===== src/rtl/flappy_pkg.sv =====
// flappy_pkg: shared state encoding and reset constants for the Flappy Bird game controller.
package flappy_pkg;
    typedef enum logic [1:0] {
        ST_LOST   = 2'd0,
        ST_READY  = 2'd1,
        ST_RUN    = 2'd2,
        ST_PAUSED = 2'd3
    } state_e;

    localparam int RESET_GAP = 100;
endpackage


===== src/rtl/flappy_game_ctrl_pipe_lane.sv =====
// pipe_lane: one scrolling obstacle lane (x down-counter with reload, gap register, bird hit test).
module pipe_lane
    import flappy_pkg::*;
#(
    parameter int X_W       = 10,
    parameter int Y_W       = 11,
    parameter int GAP_W     = 8,
    parameter int PIPE_W    = 50,
    parameter int GAP_H     = 140,
    parameter int BIRD_X    = 264,
    parameter int BIRD_HALF = 20,
    parameter int RELOAD_X  = 639
) (
    input  logic             clk_i,
    input  logic             clr_i,
    input  logic             init_i,
    input  logic             advance_i,
    input  logic [X_W-1:0]   init_x_i,
    input  logic [GAP_W-1:0] rand_gap_i,
    input  logic [Y_W-1:0]   bird_y_i,
    output logic [X_W-1:0]   pipe_x_o,
    output logic [GAP_W-1:0] pipe_gap_o,
    output logic             hit_o,
    output logic             wrap_o
);
    logic [X_W-1:0]   x_q;
    logic [GAP_W-1:0] gap_q;
    logic [X_W:0]     px;
    logic [Y_W:0]     by, gp;
    logic             overlap, miss;

    assign wrap_o     = advance_i && x_q == '0;
    assign pipe_x_o   = x_q;
    assign pipe_gap_o = gap_q;

    // Widened operands and addition-only compares keep every bound free of wraparound.
    assign px      = {1'b0, x_q};
    assign by      = {1'b0, bird_y_i};
    assign gp      = (Y_W+1)'(gap_q);
    assign overlap = (X_W+1)'(BIRD_X + BIRD_HALF) > px && (X_W+1)'(BIRD_X - BIRD_HALF) < px + (X_W+1)'(PIPE_W);
    assign miss    = by < gp + (Y_W+1)'(BIRD_HALF) || by + (Y_W+1)'(BIRD_HALF) > gp + (Y_W+1)'(GAP_H);
    assign hit_o   = overlap && miss;

    always_ff @(posedge clk_i or posedge clr_i) begin
        if (clr_i) begin
            x_q   <= init_x_i;
            gap_q <= GAP_W'(RESET_GAP);
        end else if (init_i) begin
            x_q   <= init_x_i;
            gap_q <= GAP_W'(RESET_GAP);
        end else if (advance_i) begin
            x_q   <= wrap_o ? X_W'(RELOAD_X) : x_q - X_W'(1);
            gap_q <= wrap_o ? rand_gap_i : gap_q;
        end
    end
endmodule


===== src/rtl/flappy_game_ctrl.sv =====
// flappy_game_ctrl: game FSM, NUM_PIPES scrolling lanes, collision, score/high score and pause.
module flappy_game_ctrl
    import flappy_pkg::*;
#(
    parameter int NUM_PIPES    = 2,
    parameter int X_W          = 10,
    parameter int Y_W          = 11,
    parameter int PIPE_SPACING = 320,
    parameter int PIPE_W       = 50,
    parameter int GAP_H        = 140,
    parameter int GAP_W        = 8,
    parameter int BIRD_X       = 264,
    parameter int BIRD_HALF    = 20,
    parameter int SCORE_W      = 4
) (
    input  logic                       clk_i,
    input  logic                       clr_i,
    input  logic                       step_i,
    input  logic                       jump_i,
    input  logic                       pause_sw_i,
    input  logic                       restart_i,
    input  logic [Y_W-1:0]             bird_y_i,
    input  logic [GAP_W-1:0]           rand_gap_i,
    output logic [1:0]                 state_o,
    output logic [NUM_PIPES*X_W-1:0]   pipe_x_o,
    output logic [NUM_PIPES*GAP_W-1:0] pipe_gap_o,
    output logic [SCORE_W-1:0]         score_o,
    output logic [SCORE_W-1:0]         high_score_o,
    output logic                       hit_o
);
    state_e               state_q;
    logic [SCORE_W-1:0]   score_q, high_q;
    logic                 hit_q, pause_q;
    logic [NUM_PIPES-1:0] lane_hit, lane_wrap;
    logic                 coll, pause_edge, advance, init;

    assign coll       = |lane_hit || bird_y_i == '0;
    assign pause_edge = pause_sw_i && !pause_q;
    assign advance    = state_q == ST_RUN && step_i && !coll && !pause_edge;
    assign init       = state_q == ST_LOST && restart_i;

    genvar i;
    generate
        for (i = 0; i < NUM_PIPES; i++) begin : g_lane
            pipe_lane #(
                .X_W(X_W), .Y_W(Y_W), .GAP_W(GAP_W), .PIPE_W(PIPE_W), .GAP_H(GAP_H),
                .BIRD_X(BIRD_X), .BIRD_HALF(BIRD_HALF), .RELOAD_X(NUM_PIPES*PIPE_SPACING-1)
            ) u_lane (
                .clk_i      (clk_i),
                .clr_i      (clr_i),
                .init_i     (init),
                .advance_i  (advance),
                .init_x_i   (X_W'(BIRD_X + PIPE_SPACING*(i+1))),
                .rand_gap_i (rand_gap_i),
                .bird_y_i   (bird_y_i),
                .pipe_x_o   (pipe_x_o[i*X_W +: X_W]),
                .pipe_gap_o (pipe_gap_o[i*GAP_W +: GAP_W]),
                .hit_o      (lane_hit[i]),
                .wrap_o     (lane_wrap[i])
            );
        end
    endgenerate

    always_ff @(posedge clk_i or posedge clr_i) begin
        if (clr_i) begin
            state_q <= ST_READY;
            score_q <= '0;
            high_q  <= '0;
            hit_q   <= 1'b0;
            pause_q <= 1'b0;
        end else begin
            pause_q <= pause_sw_i;
            hit_q   <= 1'b0;
            case (state_q)
                ST_READY:  if (jump_i) state_q <= ST_RUN;
                ST_RUN: begin
                    if (coll) begin
                        state_q <= ST_LOST;
                        hit_q   <= 1'b1;
                        high_q  <= score_q > high_q ? score_q : high_q;
                    end else if (pause_edge) begin
                        state_q <= ST_PAUSED;
                    end else if (|lane_wrap && score_q != '1) begin
                        score_q <= score_q + SCORE_W'(1);
                    end
                end
                ST_PAUSED: if (pause_edge) state_q <= ST_RUN;
                ST_LOST: begin
                    if (restart_i) begin
                        state_q <= ST_READY;
                        score_q <= '0;
                    end
                end
            endcase
        end
    end

    assign state_o      = state_q;
    assign score_o      = score_q;
    assign high_score_o = high_q;
    assign hit_o        = hit_q;
endmodule

===== config.mk =====
export PLATFORM = sky130hd
export DESIGN_NAME = flappy_game_ctrl
export DESIGN_NICKNAME = d
export VERILOG_FILES = /design/src/rtl/flappy_pkg.sv /design/src/rtl/flappy_game_ctrl_pipe_lane.sv /design/src/rtl/flappy_game_ctrl.sv
export SDC_FILE = /design/constraint.sdc
export NUM_CORES = 1
export LEC_CHECK = 0
export CORE_UTILIZATION = 59
export CTS_CLUSTER_SIZE = 28
export DETAILED_ROUTE_END_ITERATION = 10
export PLACE_DENSITY = 0.95
export SYNTH_ARGS = -nofsm -noshare
export SYNTH_HDL_FRONTEND = slang
export SYNTH_SLANG_ARGS = --single-unit

===== constraint.sdc =====
create_clock -name clk_i -period 9.1 [get_ports clk_i]
set_input_delay 1.82 -clock clk_i [delete_from_list [all_inputs] [get_ports clk_i]]
set_output_delay 1.82 -clock clk_i [all_outputs]
set_load 0.05 [all_outputs]

Word level (Yosys, flattened, before mapping)

Index checks and enable logic that the tools add are counted.

Register bits after elaboration: 48
Bits in latches: 0
Bits in writable memories: 0
Memory bits (read-only): 0
Input port bits: 25
Output and inout bits: 47
Memories: 0

$add $sub $neg: 10
Multipliers: 0
Divide/modulo/power cells: 0
Magnitude comparators: 9
Equal/unequal tests: 11
Shift-type cells: 0
Muxes and demuxes: 25
Bitwise operators: 0
Reduce and logical (&&, ||, !) cells: 33

Operators with widths:

| operator                                                       | count |
|---|---|
| 2-to-1 mux 10 bit                                              | 6 |
| 2-to-1 mux 8 bit                                               | 6 |
| greater-than comparator 12 bit                                 | 2 |
| less-than comparator 11 x 12 -> 1 bit                          | 2 |
| adder 10 x 6 -> 11 bit (second input constant)                 | 2 |
| less-than comparator 8 x 11 -> 1 bit (first input constant)    | 2 |
| greater-than comparator 9 x 10 -> 1 bit (first input constant) | 2 |
| zero test 10 bit                                               | 2 |
| subtractor 10 x 1 -> 10 bit (second input constant)            | 2 |
| adder 8 x 5 -> 9 bit (second input constant)                   | 2 |
| adder 8 x 8 -> 9 bit (second input constant)                   | 2 |
| 2-to-1 mux 4 bit                                               | 4 |
| adder 11 x 5 -> 12 bit (second input constant)                 | 1 |
| logical AND 1 bit                                              | 12 |
| zero test 11 bit                                               | 1 |
| 2-to-1 mux 2 bit                                               | 5 |
| != test 2 bit (second input constant)                          | 5 |
| case mux 2 bit (4 select lines)                                | 1 |
| case mux 4 bit (2 select lines)                                | 1 |
| nonzero test 2 bit                                             | 4 |
| AND reduction 5 bit                                            | 1 |
| adder 4 x 1 -> 4 bit (second input constant)                   | 1 |
| == test 2 bit (second input constant)                          | 2 |
| greater-than comparator 4 bit                                  | 1 |
| 12 further kinds                                               | 19 |

Longest topological paths before layout

Depth in word-level cells: 16
Mapped depth: 16

Least setup slack after synthesis

No wires, ideal clock.

Path kind: input to register
Start: input port bird_y_i[3]
End: register g_lane[1].u_lane.x_q[7]
Data arrival time: 4.685 ns
Required time: 9.018 ns
Path slack: 4.333 ns
Stages on the path: 13
Cell sequence: a21o_1 > and3_1 > xor2_1 > ha_1 > and2_1 > a32o_1 > o21ai_0 > or4b_1 > buf_2 > a21o_1 > buf_6 > o41a_1 > a211o_1

Cells in the longest elaborated chain, start to end: 13

RTL lines:

| what                                | RTL line                         | source |
|---|---|---|
| start: declaration                  | flappy_game_ctrl.sv:22           | `input logic [Y_W-1:0] bird_y_i,` |
| adder 11 x 5 -> 12 bit              | flappy_game_ctrl_pipe_lane.sv:41 | `assign miss = by < gp + (Y_W+1)'(BIRD_HALF) \|\| by + (Y_W+1)'(BIRD_HALF) > gp + (Y_W+1)'(GAP_H);` |
| greater-than comparator 12 bit      | flappy_game_ctrl_pipe_lane.sv:41 |  |
| logical OR 1 bit                    | flappy_game_ctrl_pipe_lane.sv:41 |  |
| logical AND 1 bit                   | flappy_game_ctrl_pipe_lane.sv:42 | `assign hit_o = overlap && miss;` |
| OR reduction 2 bit                  | flappy_game_ctrl.sv:37           | `assign coll = \|lane_hit \|\| bird_y_i == '0;` |
| logical OR 1 bit (*)                | flappy_game_ctrl.sv:37           |  |
| zero test 1 bit (*)                 | flappy_game_ctrl.sv:39           | `assign advance = state_q == ST_RUN && step_i && !coll && !pause_edge;` |
| logical AND 1 bit (*) (2 in series) | flappy_game_ctrl.sv:39           |  |
| logical AND 1 bit                   | flappy_game_ctrl_pipe_lane.sv:32 | `assign wrap_o = advance_i && x_q == '0;` |
| 2-to-1 mux 10 bit                   | flappy_game_ctrl_pipe_lane.sv:52 | `x_q <= wrap_o ? X_W'(RELOAD_X) : x_q - X_W'(1);` |
| 2-to-1 mux 10 bit                   | flappy_game_ctrl_pipe_lane.sv:51 | `end else if (advance_i) begin` |
| 2-to-1 mux 10 bit                   | flappy_game_ctrl_pipe_lane.sv:48 | `end else if (init_i) begin` |
| end signal: assignment              | flappy_game_ctrl_pipe_lane.sv:46 | `x_q <= init_x_i;` |
| end signal: assignment              | flappy_game_ctrl_pipe_lane.sv:49 | `x_q <= init_x_i;` |
| end signal: assignment              | flappy_game_ctrl_pipe_lane.sv:52 |  |
| end: declaration                    | flappy_game_ctrl_pipe_lane.sv:26 | `logic [X_W-1:0] x_q;` |

Every way passes the cells marked *; elsewhere a longest branch is shown, timed or not. The select of a mux whose other input is x is not followed.
A chain may end at the register's enable or synchronous reset.

Final worst setup path

Start: input port bird_y_i[4]
End: register g_lane[0].u_lane.x_q[5]

Cells in the longest elaborated chain, start to end: 13

RTL lines:

| what                                | RTL line |
|---|---|
| adder 11 x 5 -> 12 bit              | flappy_game_ctrl_pipe_lane.sv:41 |
| greater-than comparator 12 bit      | flappy_game_ctrl_pipe_lane.sv:41 |
| logical OR 1 bit                    | flappy_game_ctrl_pipe_lane.sv:41 |
| logical AND 1 bit                   | flappy_game_ctrl_pipe_lane.sv:42 |
| OR reduction 2 bit                  | flappy_game_ctrl.sv:37 |
| logical OR 1 bit (*)                | flappy_game_ctrl.sv:37 |
| zero test 1 bit (*)                 | flappy_game_ctrl.sv:39 |
| logical AND 1 bit (*) (2 in series) | flappy_game_ctrl.sv:39 |
| logical AND 1 bit                   | flappy_game_ctrl_pipe_lane.sv:32 |
| 2-to-1 mux 10 bit                   | flappy_game_ctrl_pipe_lane.sv:52 |
| 2-to-1 mux 10 bit                   | flappy_game_ctrl_pipe_lane.sv:51 |
| 2-to-1 mux 10 bit                   | flappy_game_ctrl_pipe_lane.sv:48 |
| end signal: assignment              | flappy_game_ctrl_pipe_lane.sv:46 |
| end signal: assignment              | flappy_game_ctrl_pipe_lane.sv:49 |
| end signal: assignment              | flappy_game_ctrl_pipe_lane.sv:52 |
| end: declaration                    | flappy_game_ctrl_pipe_lane.sv:26 |

Marked as above.

==> run metrics <==
result of the run complete, no violations; First DRT Iteration DRCs 281; WS Path Type in2reg; Final setup viols 0; RSZ-0062 raised after global routing false; GRT Residual Overflow 0; Initial Util between 60 and 70%; area delta synth->final 19.70%; DIE HEIGHT approximately 86 um; fraction of registers with async set/reset 100.0%; reg2reg end g_lane[0].u_lane.pipe_x_o[5]; DIE AREA about 7400 um^2; Final TNS setup 0 ns; vias in the first global route 4029; DR DRC count 0; final WL ~12 mm; via/cell ratio 6.769; Hold Path Depth 1; Startpoint Class input pin; I/O Buffers 71; global-route wire length before repair 19.19 mm; Routed wire per std cell 19.24 um; worst-case clock buffer depth 2; Max FO, Critical Path 19; Final Skew between 0.007 and 0.008 ns; clk_lat worst skew 0.30 ns; CP arrival between 6 and 7 ns; total of warnings raised by yosys 0; f_max 168.6 MHz; Worst Hold End high_score_o[1]; row count 30; synth unique cells 65; area occupied by multi-input gates 2745 um^2; Worst slew margin approximately 20%; Crit Reg-Reg Startpoint g_lane[1].u_lane.pipe_gap_o[2]; Hold WC Path Type reg2reg; Final HPWL DP just under 9 mm; fillers roughly 490; synthesized area 4193 um^2; Sequential Area 1219 um^2; largest net degree at the start of global routing 49; clock tree from TritonCTS yes; overall fraction of global-route tracks in use 32.30%; fin nets roughly 610; Tmin final 5.932 ns; initial antenna violation count 0; number of setup buffers added after CTS 0; FF-to-FF setup slack between 4 and 5 ns; net count after synthesis 553; Avg Inst Size Synth 8.827 um^2; Post-Synthesis Cells around 480; Fin. Hold Viols 0; Power Dens Cells 248.7 nW/um^2; Post-synth EDFFs 0; leakage dissipation approximately 2.1 nW; CTS Buf Count 5; number of hold buffers added after CTS 0; Hold Startpoint high_score_o[1]; Root Driver clkbuf_8; Yosys reg bits 48; sequential fraction of the synthesis area between 20 and 30%; CP Capture Type flip-flop; Post-CTS Resized 0; share of cells above drive strength 1 7.576%; Slew @ Worst Pin between 1 and 1.5 ns; Reg clk slew, reported paths around 0.090 ns; final RePlAce weighted congestion 0.9400; htree depth 2; most used flip-flop cell after synthesis dfrtp_1; Num Clock Sinks 48; TritonRoute pass-1 iters 7; Final Max Slew Viols 0; worst reg2reg path depth 13; Core Region ~6800 um^2; vias 4224; worst vdd ir roughly 0.26 mV; antenna-violating nets left 0; Ant. Diodes 0; IO Pins 72; Die Wd 86.30 um; Final period util 65.18%; Worst EP required 9.23 ns; Finished Core Util 73.46%; MaxCap Viol Count 0
## layout by cell type, fill, tap and decap left out, types with 8 or more instances in the layout
cell / count
inv_1: 32
nand2_1: 30
nor4_1: 9
nand3_1: 11
a31oi_1: 18
nand4_1: 12
a21oi_1: 21
dfrtp_1: 34
a311oi_1: 8
o21ai_0: 20
dfstp_2: 14
xor2_1: 11
nor2b_1: 8
xnor2_1: 12
mux2i_1: 11
ha_1: 53
clkdlybuf4s50_1: 71
o31ai_1: 12
nor3_1: 10
nor2_1: 26
## cells by family (layout without fill, tap and decap cells)
kind of cell / Yosys count / in the layout / synth area share (%)
mux: 14 / 14 / 3.432
buf+inv: 60 / 113 / 5.819
fa+ha+maj: 53 / 53 / 15.82
xor+xnor: 24 / 24 / 5.193
simple gates: 140 / 140 / 17.76
flops: 48 / 48 / 29.07
compound gates: 136 / 136 / 22.92
## critical path, stage by stage
cell and delay (ns):
clkdlybuf4s50_1 0.67, a21o_1 0.21, and3_1 0.19, xor2_1 0.23, ha_1 0.28, and2_1 0.18
nand3_1 0.11, a21oi_1 0.06, a22o_1 0.21, or4b_1 0.58, a21o_1 0.41, nor2_1 0.85
a311oi_1 0.24
## synth_stat cells (5+ instances only)
cell       count  share of area [%]
inv_1         33                3.0
a21oi_1       21                2.5
nor2_1        26                2.3
dfstp_2       14                8.8
nor3_1        12                1.4
nand3_1       11                1.3
nor4_1         9                1.3
nand4_1       12                1.8
a311oi_1       8                1.7
o31ai_1       12                2.1
xnor2_1       12                2.5
dfrtp_1       34                 20
mux2i_1       11                2.6
o2111ai_1      6                1.3
a211o_1        5                1.0
xor2_1        11                2.3
a31oi_1       18                2.7
ha_1          53                 16
buf_2          9                1.1
clkbuf_1      16                1.4
nand2_1       30                2.7
nor2b_1        8                1.2
o21ai_0       20                2.4
nand2b_1       6               0.90
or4_1          5               0.90
## metrics by stage
stage | total power [W] | hold slack, ns | instance area [um^2] | cells | setup slack, ns
2_1_floorplan | 0.0008832 | 0.4996 | 4193 | 475 | 4.333
3_3_place_gp | 0.001066 | 0.5226 | 4926 | 616 | 3.157
3_5_place_dp | 0.001101 | 0.5373 | 4926 | 616 | 2.967
4_1_cts | 0.001236 | 0.5549 | 5019 | 624 | 3.271
5_1_grt | 0.001310 | 0.5926 | 5019 | 624 | 3.017
6_report | 0.001248 | 0.5470 | 5019 | 624 | 3.168
## where the power goes
group | switching, W | internal, W
registers | 0.000126 | 0.000285
logic | 0.000450 | 0.000254
clock network | 0.0000726 | 0.0000608
total | 0.000649 | 0.000600
## cell type report
cell class	instances	share of cell area [%]
well taps	96	2.393
multi-input cells	367	54.70
flip-flops and latches	48	24.28
clock inverters	2	0.1995
clock buffers	6	1.645
inverters	33	2.468
repair buffers	72	14.31
## worst max path at each step
stage	cells past startpoint	slack [ns]	to	startpoint
floorplan	13	4.33	g_lane[1].u_lane.pipe_x_o[7]	bird_y_i[3]
global placement	12	3.16	g_lane[1].u_lane.pipe_x_o[5]	bird_y_i[4]
detailed placement	13	2.97	g_lane[0].u_lane.pipe_x_o[5]	bird_y_i[4]
CTS	13	3.27	g_lane[0].u_lane.pipe_x_o[5]	bird_y_i[4]
global route	13	3.02	g_lane[0].u_lane.pipe_x_o[5]	bird_y_i[4]
finish	13	3.17	g_lane[0].u_lane.pipe_x_o[5]	bird_y_i[4]
## state kept, by name (all words and copies together) (netlist names)
name,cells
pause_q,1
score_o,4
state_o,2
high_score_o,4
hit_o,1
g_lane.u_lane.pipe_x_o,20
g_lane.u_lane.pipe_gap_o,16
## per-layer routing
layer,up-vias,GRT usage (%),wire (um)
li1,1891,-,-
met3,52,4.190,929
met4,0,13.79,417
met2,283,57.14,5934
met5,-,0,0
met1,1998,39.56,4723
(Power assumes the default switching activity.)
